**src/rtl/dig_ota_decim.sv**
```systemverilog
// dig_ota_decim: 1-bit comparator decimator closing the digital OTA loop with a counting conversion.
// Define DIG_OTA_DECIM_MAJORITY_EN to add a 2-of-3 majority filter on the synchronized comparator.
module dig_ota_decim #(
  parameter int unsigned OSR_LOG2    = 8,
  parameter int unsigned SYNC_STAGES = 2
) (
  input  logic                clk,
  input  logic                rst,
  input  logic                comp_in,
  input  logic                start,
  output logic                dac_fb,
  output logic [OSR_LOG2-1:0] result,
  output logic                valid,
  output logic                busy
);

  localparam int unsigned AW = OSR_LOG2 + 1;
  localparam int unsigned CW = OSR_LOG2;
`ifdef DIG_OTA_DECIM_MAJORITY_EN
  localparam int unsigned SETTLE_LEN = SYNC_STAGES + 2;
`else
  localparam int unsigned SETTLE_LEN = SYNC_STAGES;
`endif
  localparam logic [CW-1:0] SETTLE_LAST = CW'(SETTLE_LEN - 1);
  localparam logic [CW-1:0] ACCUM_LAST  = CW'((1 << OSR_LOG2) - 1);

  typedef enum logic [1:0] {IDLE, SETTLE, ACCUM, DONE} state_t;

  state_t              state_q, state_d;
  logic [CW-1:0]       cnt_q, cnt_d;
  logic [AW-1:0]       acc_q, acc_d;
  logic [SYNC_STAGES-1:0] sync_q;
  logic                comp_s;
  logic [OSR_LOG2-1:0] sat;

  // Synchronizer chain on the asynchronous comparator decision
  always_ff @(posedge clk) begin
    if (rst) sync_q <= '0;
    else     sync_q <= {sync_q[SYNC_STAGES-2:0], comp_in};
  end

`ifdef DIG_OTA_DECIM_MAJORITY_EN
  logic [1:0] maj_q;

  // Two older synchronized samples feed the 2-of-3 vote
  always_ff @(posedge clk) begin
    if (rst) maj_q <= '0;
    else     maj_q <= {maj_q[0], sync_q[SYNC_STAGES-1]};
  end

  assign comp_s = (sync_q[SYNC_STAGES-1] & maj_q[0]) |
                  (sync_q[SYNC_STAGES-1] & maj_q[1]) |
                  (maj_q[0] & maj_q[1]);
`else
  assign comp_s = sync_q[SYNC_STAGES-1];
`endif

  // Next-state, counter and accumulator; terminal counts are compares, never overflow
  always_comb begin
    state_d = state_q;
    cnt_d   = cnt_q;
    acc_d   = acc_q;
    case (state_q)
      IDLE: begin
        if (start) begin
          state_d = SETTLE;
          cnt_d   = '0;
          acc_d   = '0;
        end
      end
      SETTLE: begin
        if (cnt_q == SETTLE_LAST) begin
          state_d = ACCUM;
          cnt_d   = '0;
        end else begin
          cnt_d = cnt_q + CW'(1);
        end
      end
      ACCUM: begin
        acc_d = acc_q + AW'(comp_s);
        if (cnt_q == ACCUM_LAST) begin
          state_d = DONE;
          cnt_d   = '0;
        end else begin
          cnt_d = cnt_q + CW'(1);
        end
      end
      DONE:    state_d = IDLE;
      default: state_d = IDLE;
    endcase
  end

  // A full-scale count of 2^OSR_LOG2 clips to the largest representable code
  assign sat = acc_d[OSR_LOG2] ? '1 : acc_d[OSR_LOG2-1:0];

  always_ff @(posedge clk) begin
    if (rst) begin
      state_q <= IDLE;
      cnt_q   <= '0;
      acc_q   <= '0;
      dac_fb  <= 1'b0;
      result  <= '0;
      valid   <= 1'b0;
      busy    <= 1'b0;
    end else begin
      state_q <= state_d;
      cnt_q   <= cnt_d;
      acc_q   <= acc_d;
      dac_fb  <= comp_s;
      valid   <= (state_q == DONE);
      busy    <= (state_d == SETTLE) || (state_d == ACCUM);
      if (state_q == ACCUM && state_d == DONE) result <= sat;
    end
  end

endmodule

```
**config.mk**
```make
export PLATFORM = sky130hd
export DESIGN_NAME = dig_ota_decim
export DESIGN_NICKNAME = d
export VERILOG_FILES = /design/src/rtl/dig_ota_decim.sv
export SDC_FILE = /design/constraint.sdc
export NUM_CORES = 1
export LEC_CHECK = 0
export ABC_CLOCK_PERIOD_IN_PS = 3400
export CAP_MARGIN = 10
export CORE_UTILIZATION = 40
export CTS_CLUSTER_SIZE = 12
export DETAILED_ROUTE_END_ITERATION = 8
export PLACE_DENSITY = 0.63
export SLEW_MARGIN = 10
export SYNTH_ARGS = -nofsm -noshare
export SYNTH_HDL_FRONTEND = slang
export SYNTH_SLANG_ARGS = --single-unit
```
**constraint.sdc**
```tcl
create_clock -name clk -period 3.4 [get_ports clk]
set_clock_uncertainty 0.2 [all_clocks]
set_input_delay 0.68 -clock clk [delete_from_list [all_inputs] [get_ports clk]]
set_output_delay 0.68 -clock clk [all_outputs]
set_load 0.01 [all_outputs]
```
==> run summary <==
Clk Tree Root Cell: clkbuf_8
CP Data Arrival Time: 2.85 ns
Hold-fix buffers, CTS: 0
endpoints failing hold: 0
dominant cell by count in the synthesized netlist: dfxtp_1
clock sink total: 32
Cell Pwr Density: 436 nW/µm²
gr usage total: 17.3%
Slew @ Worst Pin: 0.704 ns
area leader, netlist: dfxtp_1
met2 wire len: 1580 µm
worst hold stages: 1
leading post-synthesis cells by cell area: dfxtp_1 (39%), ha_1 (8.3%), a211oi_1 (4.1%)
slew margin rel.: 53.1%
final non-filler cell total: 245
clk slew on worst S/H paths: 0.07 ns
HPWL after DPL: 2300 µm
status: finished clean
M1 wire length: 1560 µm
Static Leak: 0.000657 µW
post-synth top area share: 38.8%
# IOs: 15
final setup violation count: 0
Die Span Y: 66.2 µm
placed insts: 237
setup bufs post-CTS: 0
vias per inst: 5.64
final cycle utilization of the critical path: 85.3%
uppermost layer routed: met4
layout cells sized above 1: 10.7%
ANT nets after route: 0
RD Place Congestion: 0.822
drt first-iter violations: 77
Crit Path Category: flop to flop
CTS HTree Levels: 2
minimum clock period: 2.90 ns
post-cts resize count: 0
Mapped Area: 1650 µm²
RSZ-0062 raised after global routing: no
final slew viol count: 0
Final #Nets: 211
Die X: 66.2 µm
top_reg_cell synth: dfxtp_1
first drt pass iteration count: 4
DRC Markers: 0
total CTS buffers: 5
number of flops mapped to enable cells by yosys: 0
Core ar.: 3800 µm²
post-synthesis sequential area ratio: 38.8%
overflow left after global routing: 0
Yosys reg bits: 32
Via Count: 1382
Synth top cells by count: dfxtp_1 (32), nor2_1 (18), ha_1 (11), inv_1 (10), nand2_1 (10)
Min-Delay Path Class: flop to flop
CTS tree: yes
n_diodes: 0
ys async rst share: 0%
area growth from synthesis to layout: 18.1%
initial core utilization: 43.4%
cell depth of the worst flop-to-flop path: 10
syn_nets: 198
Mapped Cells: 183
routed wire length: 3350 µm
Worst-Skew Late Latency: 0.29 ns
Fmax: 0.345 GHz
pin count of the biggest net entering global routing: 36
Critical Path RT: 3.35 ns
first-pass GRT wire length: 5620 µm
Max VDD drop: 0.000193 V
Worst setup SP type: flop
critical path peak fanout: 8
crit end category: flop
Rows: 22
Syn. warnings: 0
Max-Cap Viols: 0
library cells used by synthesis: 47
DR WL met3: 146 µm
die area: 4380 µm²
initial antenna violation count: 0
largest buffer count on any clock path: 2
WL per Instance: 13.7 µm
syn_area_per_cell: 9.01 µm²
port bufs: 14
vias in the first global route: 1275
Setup TNS Final: 0 ns
flip-flops by register name, summed over array words and instances (netlist names):
signal	cells
state_q	2
sync_q	2
dac_fb	1
busy	1
valid	1
acc_q	9
cnt_q	8
result	8
per-stage QoR:
stage	setup slack, ns	cell area (µm²)	power [µW]	util (%)	hold slack [ns]
final	0.500	1950	850	51.3	0.243
after global routing	0.275	1950	877	51.3	0.263
after global placement	0.602	1820	452	47.9	0.224
after CTS	0.505	1950	856	51.3	0.251
after detailed placement	0.538	1820	452	47.9	0.228
after floorplan	0.685	1650	435	-	0.214
layout by cell type, fill, tap and decap left out, types with 2 or more instances in the layout:
cell type        count
a211oi_1             9
a21oi_1              6
a22oi_1              3
and2_1               2
buf_4                3
clkbuf_8             7
clkdlybuf4s50_1     14
dfxtp_1             32
ha_1                11
inv_1               10
nand2_1             10
nand2b_1             2
nand3_1              5
nand3b_1             5
nand4_1              4
nor2_1              18
nor2b_1              6
nor3_1               9
nor4_1               3
o21a_1               2
o21ai_0              5
o31ai_1              2
or4_1                2
xnor2_1              4
final cells by class:
cell class | instances | area (µm²)
Clock inverter | 1 | 30.0
Inverter | 10 | 37.5
Multi-Input combinational cell | 130 | 920
Tap cell | 48 | 60.1
Timing Repair Buffer | 17 | 163
Fill cell | 353 | 1850
Clock buffer | 7 | 96.3
Sequential cell | 32 | 641
kinds of logic after synthesis:
| logic type | synth area share [%] |
|---|---|
| and+or+nand+nor | 22.8 |
| AOI/OAI and AO/OA | 19.0 |
| DFF | 38.8 |
| buffers and inverters | 5.39 |
| adders and majority gates | 8.35 |
| xor gates and xnor gates | 2.12 |
| muxes | 3.49 |
per-layer routing:
metal	vias up	global-route usage, %
met1	660	20.1
met4	0	10.9
li1	689	-
met5	-	0
met3	5	4.31
met2	28	28.1
final timing paths:
| path | startpoint | end | slack (ns) |
|---|---|---|---|
| max reg2reg | cnt_q[0] | result[4] | 0.50 |
| min reg2reg | sync_q[0] | sync_q[1] | 0.24 |
| min | sync_q[0] | sync_q[1] | 0.24 |
| max | cnt_q[0] | result[4] | 0.50 |
power by group:
group / internal, µW / switching (µW) / total [µW]
combinational: 26.2 / 34.5 / 60.7
sequential: 379 / 3.37 / 383
clock: 259 / 148 / 406
total: 664 / 186 / 850
critical path: stages, from the launching register on:
cell	delay (ns)
dfxtp_1	0.40
ha_1	0.16
or4b_4	0.48
nor4_2	0.15
o22ai_1	0.15
a22oi_1	0.22
ha_1	0.17
and2_1	0.16
nand3b_1	0.11
mux2i_2	0.41
a211oi_1	0.16
Power figures use the tool's default switching activity.
